===== src/rtl/button_event_if.sv =====
// Purpose : signal bundle between the button debouncer and the button_event
//           classifier. The debouncer side (master) drives the timebase tick,
//           the debounced level and the press strobe; the classifier side
//           (slave) returns the event strobes and the held level.
// Signals :
//   tick         master->slave  one-cycle timebase strobe
//   pressed      master->slave  debounced level, high while held
//   press_pulse  master->slave  one-cycle strobe on the debounced press edge
//   short_pulse  slave->master  one cycle: released before the hold time
//   long_pulse   slave->master  one cycle: hold time reached
//   repeat_pulse slave->master  one cycle: auto-repeat while held
//   step_pulse   slave->master  OR of the three event strobes
//   held         slave->master  level: high while in the hold phase
// Handshake semantics: there is no valid/ready pair here. Every strobe is a
// single-cycle qualifier that is consumed in the cycle it is high; the
// receiver can never stall the sender, so nothing is held waiting.
interface button_event_if;
  logic tick;
  logic pressed;
  logic press_pulse;
  logic short_pulse;
  logic long_pulse;
  logic repeat_pulse;
  logic step_pulse;
  logic held;

  modport master (
    output tick, pressed, press_pulse,
    input  short_pulse, long_pulse, repeat_pulse, step_pulse, held
  );

  modport slave (
    input  tick, pressed, press_pulse,
    output short_pulse, long_pulse, repeat_pulse, step_pulse, held
  );
endinterface


===== src/rtl/button_event.sv =====
// Purpose : classifies each debounced button press as short, long or
//           auto-repeat and emits one-cycle strobes for the clock-set logic.
// Ports   :
//   clk      in   system clock
//   rst      in   synchronous reset, active-high, wins over all inputs
//   bus      if   button_event_if.slave (tick/pressed/press_pulse in,
//                 short/long/repeat/step pulses and held level out)
//   state_o  out  current FSM state (0 IDLE, 1 PRESS, 2 HOLD) for observation
// Parameters:
//   HOLD_TICKS    ticks of continuous press before long_pulse
//   REPEAT_TICKS  ticks between repeat_pulse strobes while held
//   CNT_W         tick counter width
module button_event #(
  parameter int HOLD_TICKS   = 100,
  parameter int REPEAT_TICKS = 20,
  parameter int CNT_W        = 8
) (
  input  logic               clk,
  input  logic               rst,
  button_event_if.slave      bus,
  output logic [1:0]         state_o
);

  typedef enum logic [1:0] {
    ST_IDLE  = 2'd0,
    ST_PRESS = 2'd1,
    ST_HOLD  = 2'd2
  } state_t;

  localparam logic [CNT_W-1:0] HOLD_LAST   = CNT_W'(HOLD_TICKS - 1);
  localparam logic [CNT_W-1:0] REPEAT_LAST = CNT_W'(REPEAT_TICKS - 1);

  state_t           state_q;
  logic [CNT_W-1:0] cnt_q;
  logic             short_q;
  logic             long_q;
  logic             repeat_q;
  logic             step_q;
  logic             held_q;

  // Single registered FSM: every output is a flop, so each strobe appears
  // exactly one cycle after the edge at which its condition was sampled.
  always_ff @(posedge clk) begin
    if (rst) begin
      state_q  <= ST_IDLE;
      cnt_q    <= '0;
      short_q  <= 1'b0;
      long_q   <= 1'b0;
      repeat_q <= 1'b0;
      step_q   <= 1'b0;
      held_q   <= 1'b0;
    end else begin
      short_q  <= 1'b0;
      long_q   <= 1'b0;
      repeat_q <= 1'b0;
      step_q   <= 1'b0;
      case (state_q)
        ST_IDLE: begin
          held_q <= 1'b0;
          // A level that is already high without an edge strobe (e.g. held
          // through reset) must not start a press.
          if (bus.press_pulse && bus.pressed) begin
            state_q <= ST_PRESS;
            cnt_q   <= '0;
          end
        end
        ST_PRESS: begin
          // Release is tested first so it wins over a terminal-count tick.
          if (!bus.pressed) begin
            short_q <= 1'b1;
            step_q  <= 1'b1;
            state_q <= ST_IDLE;
            cnt_q   <= '0;
          end else if (bus.tick) begin
            if (cnt_q == HOLD_LAST) begin
              long_q  <= 1'b1;
              step_q  <= 1'b1;
              held_q  <= 1'b1;
              state_q <= ST_HOLD;
              cnt_q   <= '0;
            end else begin
              cnt_q <= cnt_q + 1'b1;
            end
          end
        end
        ST_HOLD: begin
          if (!bus.pressed) begin
            held_q  <= 1'b0;
            state_q <= ST_IDLE;
            cnt_q   <= '0;
          end else if (bus.tick) begin
            if (cnt_q == REPEAT_LAST) begin
              repeat_q <= 1'b1;
              step_q   <= 1'b1;
              cnt_q    <= '0;
            end else begin
              cnt_q <= cnt_q + 1'b1;
            end
          end
        end
        default: begin
          held_q  <= 1'b0;
          state_q <= ST_IDLE;
          cnt_q   <= '0;
        end
      endcase
    end
  end

  assign bus.short_pulse  = short_q;
  assign bus.long_pulse   = long_q;
  assign bus.repeat_pulse = repeat_q;
  assign bus.step_pulse   = step_q;
  assign bus.held         = held_q;
  assign state_o          = state_q;

endmodule


===== src/flat_wrapper.sv =====
// flat-port wrapper written by rule: the top's interface ports become plain ports
module button_event_flat 
#(
  parameter int HOLD_TICKS   = 100,
  parameter int REPEAT_TICKS = 20,
  parameter int CNT_W        = 8
)
  (clk, rst, state_o, bus_tick, bus_pressed, bus_press_pulse, bus_short_pulse, bus_long_pulse, bus_repeat_pulse, bus_step_pulse, bus_held);
  button_event_if bus_i ();
  input  logic clk;
  input  logic rst;
  output logic [1:0] state_o;
  input wire logic [$bits(bus_i.tick)-1:0] bus_tick;
  input wire logic [$bits(bus_i.pressed)-1:0] bus_pressed;
  input wire logic [$bits(bus_i.press_pulse)-1:0] bus_press_pulse;
  output wire logic [$bits(bus_i.short_pulse)-1:0] bus_short_pulse;
  output wire logic [$bits(bus_i.long_pulse)-1:0] bus_long_pulse;
  output wire logic [$bits(bus_i.repeat_pulse)-1:0] bus_repeat_pulse;
  output wire logic [$bits(bus_i.step_pulse)-1:0] bus_step_pulse;
  output wire logic [$bits(bus_i.held)-1:0] bus_held;
  assign bus_i.tick = bus_tick;
  assign bus_i.pressed = bus_pressed;
  assign bus_i.press_pulse = bus_press_pulse;
  assign bus_short_pulse = bus_i.short_pulse;
  assign bus_long_pulse = bus_i.long_pulse;
  assign bus_repeat_pulse = bus_i.repeat_pulse;
  assign bus_step_pulse = bus_i.step_pulse;
  assign bus_held = bus_i.held;
  button_event #(.HOLD_TICKS(HOLD_TICKS), .REPEAT_TICKS(REPEAT_TICKS), .CNT_W(CNT_W)) u_core (.clk(clk), .rst(rst), .bus(bus_i), .state_o(state_o));
endmodule

===== config.mk =====
export PLATFORM = sky130hd
export DESIGN_NAME = button_event_flat
export DESIGN_NICKNAME = d
export VERILOG_FILES = /design/src/rtl/button_event_if.sv /design/src/rtl/button_event.sv /design/src/flat_wrapper.sv
export SDC_FILE = /design/constraint.sdc
export NUM_CORES = 1
export LEC_CHECK = 0
export ABC_AREA = 1
export CORE_ASPECT_RATIO = 2
export CORE_UTILIZATION = 30
export CTS_BUF_LIST = sky130_fd_sc_hd__clkbuf_8
export DETAILED_ROUTE_END_ITERATION = 8
export GPL_TIMING_DRIVEN = 0
export PLACE_DENSITY = 0.47
export SLEW_MARGIN = 20
export SYNTH_ARGS = -nofsm -noshare
export SYNTH_HDL_FRONTEND = slang
export SYNTH_SLANG_ARGS = --single-unit

===== constraint.sdc =====
create_clock -name clk -period 2.9 [get_ports clk]
set_input_delay 0.29 -clock clk [delete_from_list [all_inputs] [get_ports clk]]
set_output_delay 0.29 -clock clk [all_outputs]
set_load 0.02 [all_outputs]

# Word level (Yosys, flattened, before mapping)
# Cells that the tools add are included.
dict set report word_totals {
  out_inout_bits 7
  elab_cells 58
  register_bits 15
  in_bits 5
}
dict set report op_classes {
  n_eq_ne 12
  reduce_logical 8
  n_addsub 1
  mux 27
  bitwise 3
}
# op n
set ops {}
lappend ops {{$mux W8} 7}
lappend ops {{$pmux W8 S3} 1}
lappend ops {{$mux W1} 11}
lappend ops {{$mux W2} 5}
lappend ops {{$add A8 B1 Y8 const B} 1}
lappend ops {{$eq A8 B5 Y1 const B} 1}
lappend ops {{$eq A8 B7 Y1 const B} 1}
lappend ops {{$reduce_and A4 Y1} 2}
lappend ops {{$ne A2 B2 Y1 const B} 3}
lappend ops {{$ne A3 B3 Y1 const B} 2}
lappend ops {{$pmux W2 S3} 1}
lappend ops {{$ne A2 B1 Y1 const B} 2}
lappend ops {{$pmux W1 S2} 2}
lappend ops {{$reduce_or A2 Y1} 2}
lappend ops {{$ne A3 B2 Y1 const B} 1}
lappend ops {{$not A1 Y1} 3}
lappend ops {{$reduce_and A3 Y1} 1}
lappend ops {{$reduce_or A3 Y1} 1}
lappend ops {{$eq A2 B1 Y1 const B} 1}
lappend ops {{$eq A2 B2 Y1 const B} 1}
lappend ops {{$logic_not A2 Y1} 1}
lappend ops {{$logic_and A1 B1 Y1} 1}

# Longest topological paths before layout
# Gate-level depths: netlist of the first run.
dict set report logic_depth {
  depth_word 5
  mapped_depth 11
  mapped_depth_nobuf 11
}

# Worst setup path before layout of the first run
# Ideal clock, no wire load.
dict set report synth_path {
  path_kind {register -> register}
  startpoint {reg u_core.state_q[0] (netlist: u_core.state_o[0])}
  endpoint {reg u_core.cnt_q[7]}
  required_time_ns 2.790
  period_less_slack_ns 1.456
  n_path_buf 0
  setup_ns 0.110
  t_arrival_ns 1.347
  path_stages_with_launch 11
  path_slack_ns 1.444
  cell_sequence {dfxtp_1 inv_1 ha_1 nand2_2 nand2_1 nand2_2 nand2_4 nor2_4 nand3_1 nand2_1 nor2_2}
}
dict set report synth_via {
  elab_chain_cells 3
  elab_cells_between_ends 8
  classes_between {eq/ne (5); mux (1); reduce/logical (2)}
}
# item line_no
set synth_rtl {}
lappend synth_rtl {{start: declaration} button_event.sv:33} ;# state_t state_q;
lappend synth_rtl {{start signal: assignment} button_event.sv:45} ;# state_q <= ST_IDLE;
lappend synth_rtl {{start signal: assignment} button_event.sv:63} ;# state_q <= ST_PRESS;
lappend synth_rtl {{start signal: assignment} button_event.sv:72} ;# state_q <= ST_IDLE;
lappend synth_rtl {{$eq A2 B2 Y1, or another cell as far along} button_event.sv:57} ;# case (state_q)
lappend synth_rtl {{$ne A3 B3 Y1 (no source line) or $ne A2 B1 Y1 (tied branches)} --}
lappend synth_rtl {{$reduce_and A3 Y1 (no source line)} --}
lappend synth_rtl {{end signal: assignment} button_event.sv:82} ;# cnt_q <= cnt_q + 1'b1;
lappend synth_rtl {{end signal: assignment} button_event.sv:97} ;# cnt_q <= cnt_q + 1'b1;
lappend synth_rtl {{end: declaration} button_event.sv:34} ;# logic [CNT_W-1:0] cnt_q;
# Several ways; a longest one is shown, not always the timed one.
# A chain may end at the register's enable or synchronous reset.

# Worst setup path after layout of the first run
dict set report layout_path {
  startpoint {reg u_core.state_q[1] (netlist: u_core.state_o[1])}
  endpoint {out state_o[1]}
}
# item line_no
set layout_lines {}
lappend layout_lines {{end: declaration} flat_wrapper.sv:12} ;# output logic [1:0] state_o;
# No word-level cell between the ends.

==> metrics.yaml, run 1 <==
p_sw_mw: 0.1748
gr-total-overflow: 0
drive_gt1_share_pct: 13.48
power_frac_comb_pct: 26.5
dp_slack_ps: 1135
end_kind: "primary output"
start_util_pct: 31.60
final_cells: 170
slew_violations: 0
place.port_buffers: 11
worst-path-max-fanout: 4
antenna_left: 0
post_cts_resized: 0
hold_start: "u_core.state_o[0]"
finalSetupViolations: 0
cts_hold_buf: 0
die_x_um: 39.96
wl_per_cell_um: 12.06
synthCells: 126
finalHoldViolCount: 0
gp_congestion: 0.8249
period_needed_ps: 1545
required_ps: 2610
ys_types: 23
hold_class: "flop to flop"
p_clk_share_pct: 32.6
synth_area_um2: 864.6
post_cts_buffers: 0
finalCritPeriodShare_pct: 53.27
cts_buffers: 3
cpPeakStageDelay_ps: 630
synth_fp_nets: 135
setup_ws_ps: 1355
start_kind: "flop"
ioPinCount: 12
h-tree-depth: 1
first_iter_violations: 9
ys_seq_elements: 15
dp_hpwl_um: 1685
critPathLaunch: "u_core.state_o[1]"
utilization_pct: 38.64
peakVddDrop_mv: 0.2470
num_vias: 827
drt_wl_total_um: 2051
cts_buffer_depth: 2
grt_usage_pct: 14.99
grt_max_degree: 11
reg2reg_depth: 9
grt_pass1_wl_um: 3249
insertion_delay_ps: 250
yosysSeqAreaShare_pct: 34.73
drt_first_pass_iters: 4
seqPwrFrac_pct: 40.9
path_cells: "clkdlybuf4s50_1"
worst-slew-pin-transition_ps: 284.3
antenna_found_initial: 0
fin_setup_tns_ps: 0
max_freq_ghz: 0.6473
synth_top_area_cell: "dfxtp_1"
power_density_mw_per_mm2: 503.6
synth_area_leaders: "dfxtp_1 (35%), nand2_1 (13%), inv_1 (7.4%)"
crit_buf_inv: 1
cp.arrival_ps: 1250
path_class: "flop to primary output"
syn_area_per_cell_um2: 6.862
cts_tree: "yes"
cp.depth: 1
drc: 0
power.leakage_nw: 0.4356
syn_to_final_growth_pct: 22.29
yosys_warnings: 0
r2r-start: "u_core.state_o[0]"
status: "completed"
grt_setup_unrepaired: "no"
grt_pass1_vias: 805
drv_cap: 0
rows: 27
worst_path_dominant_cell_family: "buffers and inverters"
slew_headroom_pct: 80.93
crit_path_top_delay_cell: "clkdlybuf4s50_1"
dieArea_mm2: 0.003114
layout.nets: 151
clkTransAtPathRegs_ps: 60
dp_cells: 166
p_sw_share_pct: 32.83
cts_root_buffer: "clkbuf_8"
netlist.area_leader.share_pct: 34.73
fin_worst_skew_ps: 2.949
core-area_mm2: 0.002736
die_height_um: 77.92
power.internal_mw: 0.3576
holdPathStages: 2
viasPerCell: 4.865
cts_sinks: 15
antenna_cells: 0
logic make-up (layout without fill, tap and decap cells):
logic type / Yosys count / count (layout) / share of synthesized area, %
buffers and inverters: 19 / 34 / 8.249
adder cells (fa/ha/maj): 4 / 4 / 5.789
flip-flops: 15 / 15 / 34.73
AO/OA/AOI/OAI: 16 / 16 / 10.42
AND/OR/NAND/NOR: 70 / 70 / 38.78
XOR/XNOR: 2 / 2 / 2.026
flip-flops by register name, indices dropped and copies added (netlist names):
| signal | cells |
|---|---|
| u_core.bus.held | 1 |
| u_core.bus.step_pulse | 1 |
| u_core.bus.repeat_pulse | 1 |
| u_core.bus.short_pulse | 1 |
| u_core.state_o | 2 |
| u_core.cnt_q | 8 |
| u_core.bus.long_pulse | 1 |
placed cells by master (no fill, tap or decap), drive strengths merged, types with 2 or more instances in the layout:
cell and n:
clkdlybuf4s50 11, nand3 11, clkbuf 3, xor2 2, clkinv 3, a21oi 7, nand4 2, dfxtp 15
nor2 15, o21ai 6, inv 17, ha 4, nand2 40
power groups by stage:
stage / clock network [mW] / registers [mW] / logic (mW)
6_report: 0.173 / 0.218 / 0.141
5_1_grt: 0.187 / 0.219 / 0.158
4_1_cts: 0.179 / 0.218 / 0.144
3_5_place_dp: 0 / 0.223 / 0.144
3_3_place_gp: 0 / 0.222 / 0.144
2_1_floorplan: 0 / 0.230 / 0.0908
metrics by stage:
stage	total power, mW	hold slack [ps]	cell area (um^2)
after floorplan	0.3208	359.1	864.6
after global placement	0.3666	483.2	1011
after detailed placement	0.3663	495.5	1011
after CTS	0.5408	505.0	1057
after global routing	0.5643	519.4	1057
final	0.5324	496.5	1057
cell usage after synthesis (all sizes together):
| library cell | number |
|---|---|
| clkinv | 2 |
| inv | 17 |
| nand3 | 11 |
| nor2 | 15 |
| o22ai | 1 |
| o211ai | 1 |
| nand2 | 40 |
| nor3 | 1 |
| o21ai | 6 |
| ha | 4 |
| xor2 | 2 |
| o21a | 1 |
| nand4 | 2 |
| dfxtp | 15 |
| a21oi | 7 |
| and3 | 1 |
layer usage:
metal | global-route usage [%] | wire length, um
met1 | 14.18 | 779
met2 | 27.58 | 1178
met3 | 1.714 | 50
met4 | 7.931 | 42
met5 | 0 | 0
layout make-up:
type                    count  area (um^2)
well taps                  29        36.28
fillers                   274         1679
inverters                  19        71.32
repair buffers             11        110.1
multi-input cells          92        493.0
flip-flops and latches     15        300.3
clock buffers               3        41.29
clock inverters             1        5.005
worst paths after layout:
path | endpoint | slack (ps)
setup / recovery | state_o[1] | 1360
hold / removal | u_core.state_o[0] | 500
hold reg to reg | u_core.state_o[0] | 500
setup reg to reg | u_core.cnt_q[6] | 1400
(Power assumes the default switching activity.)
==> run 2, diff against run 1 <==
- clock period: 2.9 -> 1.6 ns (I/O delays scaled with it)
==> run 2 against run 1 <==
Register-to-register slack got worse by 1200 ps. Combinational power rose by 84%. Core utilization rose by 0.27 points. Non-clock buffer count did not move. Power rose by 83%. Setup slack got worse by 1200 ps. Critical path depth rose by 8. Final cell count did not move. Sequential cell count did not move. Global-route usage did not move. Hold slack got worse by 15 ps. Critical path type is now flop to flop.
==> metrics.yaml, run 2 (synthesis results as in run 1) <==
status: "completed"  # unchanged
cts_buffer_depth: 2  # unchanged
antenna_found_initial: 0  # unchanged
power_density_mw_per_mm2: 914.8  # was 503.6 mW/mm^2
grt_usage_pct: 14.99  # unchanged
topRoutingLayerUsed: "met4"  # unchanged
max_freq_ghz: 0.6899
drt_wl_total_um: 2052  # was 2051 um
start_util_pct: 31.60  # unchanged
final_cells: 170  # unchanged
place.port_buffers: 11  # unchanged
num_vias: 827  # unchanged
power.internal_mw: 0.6511  # was 0.3576 mW
fin_worst_skew_ps: 2.688  # was 2.949 ps
drc: 0  # unchanged
grt_max_degree: 11  # unchanged
ioPinCount: 12  # unchanged
slew_headroom_pct: 80.73  # was 80.93%
largest_reg_flops: 8  # unchanged
multi_input_area_um2: 498.0  # was 493.0 um^2
finalHoldViolCount: 0  # unchanged
wl_met1_um: 784  # was 779 um
grt_pass1_vias: 805  # unchanged
layout_commonest_cell: "nand2_1"  # unchanged
period_needed_ps: 1449
finalCritPeriodShare_pct: 90.59
hold_class: "flop to flop"  # unchanged
drt_first_pass_iters: 4  # unchanged
cpPeakStageDelay_ps: 350  # was 630 ps
grt_setup_unrepaired: "no"  # unchanged
dieArea_mm2: 0.003114  # unchanged
layout_common_cells: "nand2_1 (30), inv_1 (17), dfxtp_1 (13)"  # was nand2_1 (31), inv_1 (17), dfxtp_1 (15)
dp_cells: 166  # unchanged
antenna_cells: 0  # unchanged
finalSetupViolations: 0  # unchanged
insertion_delay_ps: 250  # about the same
end_kind: "flop"  # was primary output
drv_cap: 0  # unchanged
power.leakage_nw: 0.4340  # was 0.4356 nW
die_height_um: 77.92  # unchanged
worst-path-max-fanout: 9  # was 4
design_area_mm2: 0.001065  # was 0.001057 mm^2
met3_length_um: 51  # was 50 um
viasPerCell: 4.865  # unchanged
antenna_left: 0  # unchanged
p_clk_share_pct: 32.7  # was 32.6%
peakVddDrop_mv: 0.4557  # was 0.2470 mV
path_class: "flop to flop"  # was flop to primary output
p_sw_share_pct: 33.16  # was 32.83%
rows: 27  # unchanged
crit_path_top_delay_cell: "dfxtp_2"  # was clkdlybuf4s50_1
n_fill_cell: 274  # unchanged
power_frac_comb_pct: 26.6  # was 26.5%
seq_area_um2: 302.8  # was 300.3 um^2
first_iter_violations: 20  # was 9
worst_path_most_repeated_cell: "nand2_2"
drive_gt1_share_pct: 16.31  # was 13.48%
p_sw_mw: 0.3230  # was 0.1748 mW
cts_root_buffer: "clkbuf_8"  # unchanged
cts_buffers: 3  # unchanged
required_ps: 1780  # was 2610 ps
fin_setup_tns_ps: 0  # unchanged
seqPwrFrac_pct: 40.7  # was 40.9%
core-area_mm2: 0.002736  # unchanged
start_kind: "flop"  # unchanged
worst_path_dominant_cell_family: "simple AND/OR/NAND/NOR gates"  # was buffers and inverters
place_area_mm2: 0.001011  # unchanged
dr_wl_met2_um: 1168  # was 1178 um
grt_pass1_wl_um: 3249  # unchanged
top_register: "u_core.cnt_q"  # unchanged
syn_to_final_growth_pct: 23.15  # was 22.29%
wl_per_cell_um: 12.07  # was 12.06 um
clkTransAtPathRegs_ps: 60  # about the same
slew_violations: 0  # unchanged
die_x_um: 39.96  # unchanged
layout.nets: 151  # unchanged
crit_buf_inv: 1  # unchanged
worst-slew-pin-transition_ps: 288.1  # was 284.3 ps
h-tree-depth: 1  # unchanged
path_cells: "inv_1 -> ha_1 -> nand2_2 -> nand2_1 -> nand2_2 -> nand2_4 -> nor2_1 -> nand2_2 -> o22ai_1"  # was clkdlybuf4s50_1
cts_sinks: 15  # unchanged
cp.arrival_ps: 1630  # was 1250 ps
gp_congestion: 0.8249  # unchanged
cts_tree: "yes"  # unchanged
gr-total-overflow: 0  # unchanged
dp_hpwl_um: 1685  # unchanged
run 2: cell counts in the layout (fill, tap and decap cells not counted):
No cell type changed its count.
run 2: per-stage QoR:
stage	power (mW)	utilization [%]	hold WS (ps)	setup slack, ps
final	0.9741	38.91	481.3	150.6
after global routing	1.027	38.91	496.3	2.261
after CTS	0.9801	38.64	505.0	89.06
after detailed placement	0.6639	36.95	495.5	-34.54
after global placement	0.6644	36.95	483.2	-30.61
after floorplan	0.5814	-	229.1	143.8
run 2: routing by layer:
| metal | global-route usage, % | vias up |
|---|---|---|
| met5 | 0 | - |
| met4 | 7.931 | 0 |
| met3 | 1.714 | 5 |
| met2 | 27.58 | 13 |
| met1 | 14.18 | 380 |
| li1 | - | 429 |
run 2: final timing paths:
| kind | from | end | slack [ps] | cells after the start |
|---|---|---|---|---|
| max | u_core.state_o[0] | u_core.cnt_q[6] | 150 | 9 |
| min | u_core.state_o[0] | u_core.state_o[0] | 480 | 2 |
| max reg2reg | u_core.state_o[0] | u_core.cnt_q[6] | 150 | 9 |
| min reg2reg | u_core.state_o[0] | u_core.state_o[0] | 480 | 2 |
run 2: repair_timing:
item                                    4_1_cts  5_1_grt
endpoints found under the setup margin        0        6
hold endpoints to repair                      0        0
gates resized for setup                       0        5
hold buffers                                  0        0
buffers inserted                              0        0
run 2: power by group through the flow:
stage / combinational (mW) / sequential [mW] / clock [mW]
CTS: 0.262 / 0.395 / 0.324
floorplan: 0.165 / 0.417 / 0
global route: 0.288 / 0.399 / 0.339
finish: 0.259 / 0.397 / 0.318
detailed placement: 0.260 / 0.404 / 0
global placement: 0.261 / 0.403 / 0
run 2: worst reg2reg max path, stage by stage (launching register included):
cell	delay, ps
dfxtp_2	350
inv_1	60
ha_1	220
nand2_2	110
nand2_1	70
nand2_2	100
nand2_4	110
nor2_1	130
nand2_2	100
o22ai_1	120
run 2: layout make-up:
type                            instances  area share, %
Clock buffer                            3          3.878
Clock inverter                          1         0.4700
Inverter                               19          6.698
Multi-Input combinational cell         92          46.77
Sequential cell                        15          28.44
Tap cell                               29          3.408
Timing Repair Buffer                   11          10.34
